File: config.mk
export PLATFORM = sky130hd
export DESIGN_NAME = fpga_io_controller
export DESIGN_NICKNAME = d
export VERILOG_FILES = /design/src/rtl/fpga_io_controller.sv
export SDC_FILE = /design/constraint.sdc
export NUM_CORES = 1
export LEC_CHECK = 0
export BUFFER_PORTS_ARGS = -buffer_cell sky130_fd_sc_hd__buf_2
export CAP_MARGIN = 20
export CORE_AREA = 2 2 172 174
export CTS_CLUSTER_DIAMETER = 100
export DETAILED_ROUTE_END_ITERATION = 10
export DIE_AREA = 0 0 174 176
export PLACE_DENSITY = 0.73
export SETUP_SLACK_MARGIN = 0.15
export SYNTH_ARGS = -nofsm -noshare
export SYNTH_HDL_FRONTEND = slang
export SYNTH_SLANG_ARGS = --single-unit
export TNS_END_PERCENT = 5
File: constraint.sdc
create_clock -name clk -period 2.3 [get_ports clk]
set_input_delay 0.115 -clock clk [delete_from_list [all_inputs] [get_ports clk]]
set_output_delay 0.115 -clock clk [all_outputs]
set_load 0.005 [all_outputs]
File: src/rtl/fpga_io_controller.sv
// Memory-mapped IO page: seven-segment digits, two LED banks, and debounced pushbuttons
// with sticky read-to-clear press events and a maskable level interrupt.
module fpga_io_controller #(
    parameter int NUM_SS          = 8,
    parameter int NUM_PB          = 21,
    parameter int DEBOUNCE_CYCLES = 4
) (
    input  logic                  clk,
    input  logic                  nrst,
    input  logic                  cs,
    input  logic                  read_en,
    input  logic [7:0]            addr,
    input  logic [7:0]            din,
    input  logic [NUM_PB-1:0]     pb,
    output logic [7:0]            dout,
    output logic [8*NUM_SS-1:0]   ss,
    output logic [7:0]            left,
    output logic [7:0]            right,
    output logic                  irq
);
    localparam logic [7:0] ADDR_LEFT   = 8'h10;
    localparam logic [7:0] ADDR_RIGHT  = 8'h11;
    localparam logic [7:0] ADDR_CTRL   = 8'h12;
    localparam logic [7:0] ADDR_CODE   = 8'h13;
    localparam logic [7:0] ADDR_EVENT0 = 8'h14;
    localparam logic [7:0] DB_LIMIT    = 8'(DEBOUNCE_CYCLES);

    function automatic logic [7:0] seg_decode(input logic [7:0] v);
        logic [7:0] g;
        case (v)
            8'd0:  g = 8'h3F;
            8'd1:  g = 8'h06;
            8'd2:  g = 8'h5B;
            8'd3:  g = 8'h4F;
            8'd4:  g = 8'h66;
            8'd5:  g = 8'h6D;
            8'd6:  g = 8'h7D;
            8'd7:  g = 8'h07;
            8'd8:  g = 8'h7F;
            8'd9:  g = 8'h6F;
            8'd10: g = 8'h77;
            8'd11: g = 8'h7C;
            8'd12: g = 8'h39;
            8'd13: g = 8'h5E;
            8'd14: g = 8'h79;
            8'd15: g = 8'h71;
            8'd16: g = 8'h76;
            8'd17: g = 8'h3E;
            8'd18: g = 8'h5C;
            8'd19: g = 8'h50;
            default: g = 8'h3F;
        endcase
        return g;
    endfunction

    logic [7:0]        ss_reg [NUM_SS];
    logic [7:0]        left_reg, right_reg, dout_reg;
    logic [1:0]        ctrl_reg;
    logic [NUM_PB-1:0] sync1_reg, sync2_reg, db_reg, db_next, ev_reg, ev_next, rise, clr;
    logic [7:0]        cnt_reg  [NUM_PB];
    logic [7:0]        cnt_next [NUM_PB];
    logic [31:0]       ev_word;
    logic [7:0]        pb_code, rd_data;
    logic              wr_acc, rd_acc;

    assign wr_acc = cs & ~read_en;
    assign rd_acc = cs & read_en;

    genvar gi;
    generate
        for (gi = 0; gi < NUM_PB; gi++) begin : g_pb
            logic differs, hit;
            assign differs       = sync2_reg[gi] ^ db_reg[gi];
            assign hit           = differs && ((cnt_reg[gi] + 8'd1) == DB_LIMIT);
            assign cnt_next[gi]  = (differs && !hit) ? cnt_reg[gi] + 8'd1 : 8'd0;
            assign db_next[gi]   = db_reg[gi] ^ hit;
            assign rise[gi]      = hit & ~db_reg[gi];
            // A rise on the clearing edge wins so the event is never lost.
            assign clr[gi]       = rd_acc && (addr == ADDR_EVENT0 + 8'(gi / 8));
            assign ev_next[gi]   = (ev_reg[gi] & ~clr[gi]) | rise[gi];
        end
        for (gi = 0; gi < NUM_SS; gi++) begin : g_ss
            assign ss[8*gi +: 8] = ss_reg[gi];
        end
    endgenerate

    always_comb begin
        ev_word = '0;
        ev_word[NUM_PB-1:0] = ev_reg;
    end

    always_comb begin
        pb_code = 8'h00;
        for (int i = NUM_PB - 1; i >= 0; i--) begin
            if (db_reg[i]) pb_code = 8'(i + 1);
        end
    end

    always_comb begin
        rd_data = 8'h00;
        for (int i = 0; i < NUM_SS; i++) begin
            if (addr == 8'(i)) rd_data = ss_reg[i];
        end
        case (addr)
            ADDR_LEFT:   rd_data = left_reg;
            ADDR_RIGHT:  rd_data = right_reg;
            ADDR_CTRL:   rd_data = {6'b0, ctrl_reg};
            ADDR_CODE:   rd_data = pb_code;
            8'h14:       rd_data = ev_word[7:0];
            8'h15:       rd_data = ev_word[15:8];
            8'h16:       rd_data = ev_word[23:16];
            8'h17:       rd_data = ev_word[31:24];
            default:     ;
        endcase
    end

    always_ff @(posedge clk or negedge nrst) begin
        if (!nrst) begin
            for (int i = 0; i < NUM_SS; i++) ss_reg[i] <= 8'h3F;
            left_reg  <= 8'h00;
            right_reg <= 8'h00;
            ctrl_reg  <= 2'b00;
            dout_reg  <= 8'h00;
            sync1_reg <= '0;
            sync2_reg <= '0;
            db_reg    <= '0;
            ev_reg    <= '0;
            for (int i = 0; i < NUM_PB; i++) cnt_reg[i] <= 8'd0;
        end else begin
            for (int i = 0; i < NUM_SS; i++) begin
                if (wr_acc && addr == 8'(i))
                    ss_reg[i] <= ctrl_reg[0] ? din : seg_decode(din);
            end
            if (wr_acc) begin
                case (addr)
                    ADDR_LEFT:  left_reg  <= din;
                    ADDR_RIGHT: right_reg <= din;
                    ADDR_CTRL:  ctrl_reg  <= din[1:0];
                    default:    ;
                endcase
            end
            if (rd_acc) dout_reg <= rd_data;
            sync1_reg <= pb;
            sync2_reg <= sync1_reg;
            db_reg    <= db_next;
            ev_reg    <= ev_next;
            for (int i = 0; i < NUM_PB; i++) cnt_reg[i] <= cnt_next[i];
        end
    end

    assign dout  = dout_reg;
    assign left  = left_reg;
    assign right = right_reg;
    assign irq   = ctrl_reg[1] & (|ev_reg);

endmodule

==> reports/metrics.cfg <==
[outcome]
status=finished clean

[grt]
antenna_found_initial=0
grt_pass1_wl_um=58610
grt_pass1_vias=11290
grt-ovfl-total=0
grt_usage=0.2376
grt_max_degree=71

[cells_and_area]
antenna_cells=0
finalNonFillerCells=2035
design_area_mm2=0.01838
area_growth_pct=18.19
drive_gt1_frac=0.2180
final_nets=1692
n_fill_cell=2282
largest_reg_flops=168

[pwr]
peakVddDrop_mv=0.6869
clkPwrFrac=0.359
p_int_w=0.01134
swShare=0.2958
powerDensity_mw_per_mm2=875.7
seqPwrFrac=0.473
leakage_nw=8.574
power.switching_w=0.004762
power_frac_comb=0.168

[placement]
gp_congestion=0.9138
dp.cells=1939
detailed_place.area_mm2=0.01690
io_buffers=129
post-dp-hpwl_um=25470

[logic_synthesis]
syn_area_mm2=0.01555
seq_area_frac_synth=0.5541
synth.distinct_cells=61
synth_edf_count=0
ys_seq_elements=342
synthFlopType=dfrtp_1
ys.warnings.count=0
avgSynthCellArea_um2=10.93
syn_inst=1423
syn_nets=1492
postSynth.asyncResetShare=1.000

[floorplanning]
die_w_um=174
dieArea_mm2=0.03062
boundaryPins=130
fp.coreArea_mm2=0.02855
die_y_um=176
start_util=0.5448
rows=62

[clock_network]
clock_latency_ps=530
cts_tree=done
cts_inserted_buffers=38
clock_path_buffers=3
cts_sinks=342
path_clk_slew_ps=60
ctsRootBufferMaster=clkbuf_16
h-tree-depth=2

[critical_path]
max_stage_delay_ps=660
slowest_stage=a22oi_1
path_cells=dlygate4sd3_1, buf_2, inv_1, ha_1, a31oi_1, o22ai_1, a22oi_1, mux2_2
critPathKind=in2reg
cp.arrival_ps=2610
crit_fanout=8
end_kind=flop
cp-start-kind=input port
cp.required_ps=2760
worst-r2r-cell-count=4

[route]
route.detailed.wl_per_inst_um=17.50
ant_nets=0
drcViolationCount=0
vias=11440
drt-total-wl_um=35620
dr.pass1.iters=5
drtIter0Drc=834
vias_per_cell=5.621

[hold_path]
hp-class=in2reg
hold-path-cell-count=2

[timing]
max_freq_mhz=465.8
tightest_slew_ps=851.3
period_share=0.9335
fin_crit_ps=2147
setup_violations=0
fin_skew_ps=16.03
setup_tns_ps=0
timing.slew.headroom=0.4303
hold_violations=0
rsz0062_at_grt=true
slew_viol_final=0
whs_ps=39.03

[run]
cap_violations=0

-- cells by family (layout without fill, tap and decap cells) --
family / after synthesis / after routing / synth area share
xor+xnor: 141 / 141 / 0.07940
mux: 94 / 94 / 0.07457
buf+inv: 54 / 282 / 0.01408
simple gates: 611 / 611 / 0.1931
fa+ha+maj: 28 / 28 / 0.02252
flops: 342 / 342 / 0.5541
compound gates: 153 / 153 / 0.06226
-- timing repair --
action / CTS / global route
gates resized for setup: 2 / 1
setup buffers: 1 / 0
pin swaps: 2 / 0
endpoints found under the setup margin: 1 / 19
hold buffers: 27 / 0
endpoints found under the hold margin: 92 / 0
-- layer usage --
| layer | track usage | wire, µm | part of all wire |
|---|---|---|---|
| met2 | 0.3951 | 16970 | 0.48 |
| met4 | 0.08403 | 1197 | 0.034 |
| met3 | 0.03445 | 2162 | 0.061 |
| met5 | 0 | 0 | 0 |
| met1 | 0.3220 | 15290 | 0.43 |
-- final timing paths --
path	slack, ps	start	to
min	40	din[4]	left[4]
max in group asynchronous	1420	nrst	cnt_reg[152]
min in group asynchronous	170	nrst	cnt_reg[138]
max	150	din[0]	ss[57]
min reg2reg	340	sync1_reg[6]	sync2_reg[6]
max reg2reg	490	flop	dout[4]
-- cells in the mapped netlist (27+ instances only) --
master / instances / area share
nand2b_1: 45 / 0.018
nand3_1: 99 / 0.032
xor2_1: 89 / 0.050
nand2_1: 132 / 0.032
dfrtp_1: 294 / 0.47
mux2_2: 61 / 0.044
xnor2_1: 52 / 0.029
nor2_1: 178 / 0.043
inv_1: 27 / 0.0065
o21ai_0: 63 / 0.020
and3_1: 58 / 0.023
ha_1: 28 / 0.023
dfstp_2: 48 / 0.081
-- through the flow --
step	util	setup slack (ps)	total power, W
floorplan	-	487.1	0.009348
global placement	0.5919	297.6	0.01026
detailed placement	0.5919	235.7	0.01036
CTS	0.6438	159.9	0.01623
global route	0.6439	113.2	0.01698
finish	0.6439	153.0	0.01610
-- power by group through the flow --
stage / Clock, W / Combinational (W) / Sequential (W)
after detailed placement: 0 / 0.00266 / 0.00770
after floorplan: 0 / 0.00193 / 0.00741
after global routing: 0.00615 / 0.00309 / 0.00773
final: 0.00577 / 0.00271 / 0.00761
after global placement: 0 / 0.00259 / 0.00766
after CTS: 0.00589 / 0.00274 / 0.00760
-- critical path: cells and delay by family --
| family | cells | cell delay [ps] |
|---|---|---|
| muxes | 1 | 310 |
| AOI/OAI and AO/OA | 3 | 960 |
| buffers and inverters | 3 | 930 |
| adders and majority gates | 1 | 300 |
-- cell usage in the layout (no fill, tap or decap), types with 5 or more instances in the layout --
master / n
mux2i_1: 18
mux2_2: 61
a22oi_1: 8
o22ai_1: 5
o31ai_1: 6
dlygate4sd3_1: 27
buf_12: 8
a211oi_1: 6
buf_4: 23
nor4b_1: 16
nand2_1: 132
xor2_1: 89
nor3_1: 24
or2_2: 9
clkbuf_16: 38
inv_1: 27
ha_1: 28
xnor2_1: 52
nor3b_1: 6
o21ai_0: 63
mux4_2: 11
nor4_1: 12
dfrtp_1: 293
clkbuf_1: 12
buf_2: 128
nand2b_1: 45
nor2b_1: 8
nor2_1: 178
nand3_1: 99
dfstp_2: 48
clkinv_2: 6
a21oi_1: 21
clkbuf_8: 7
and3_1: 58
-- area by class of cell --
type / count / area [µm²] / share of cell area
well taps: 384 / 480.5 / 0.02614
multi-input cells: 1027 / 6728 / 0.3660
flip-flops and latches: 342 / 8620 / 0.4689
repair buffers: 187 / 1259 / 0.06847
inverters: 27 / 101.3 / 0.005513
clock inverters: 11 / 102.6 / 0.005581
clock buffers: 57 / 1092 / 0.05942
No activity file was read; power rests on OpenSTA's default activity.
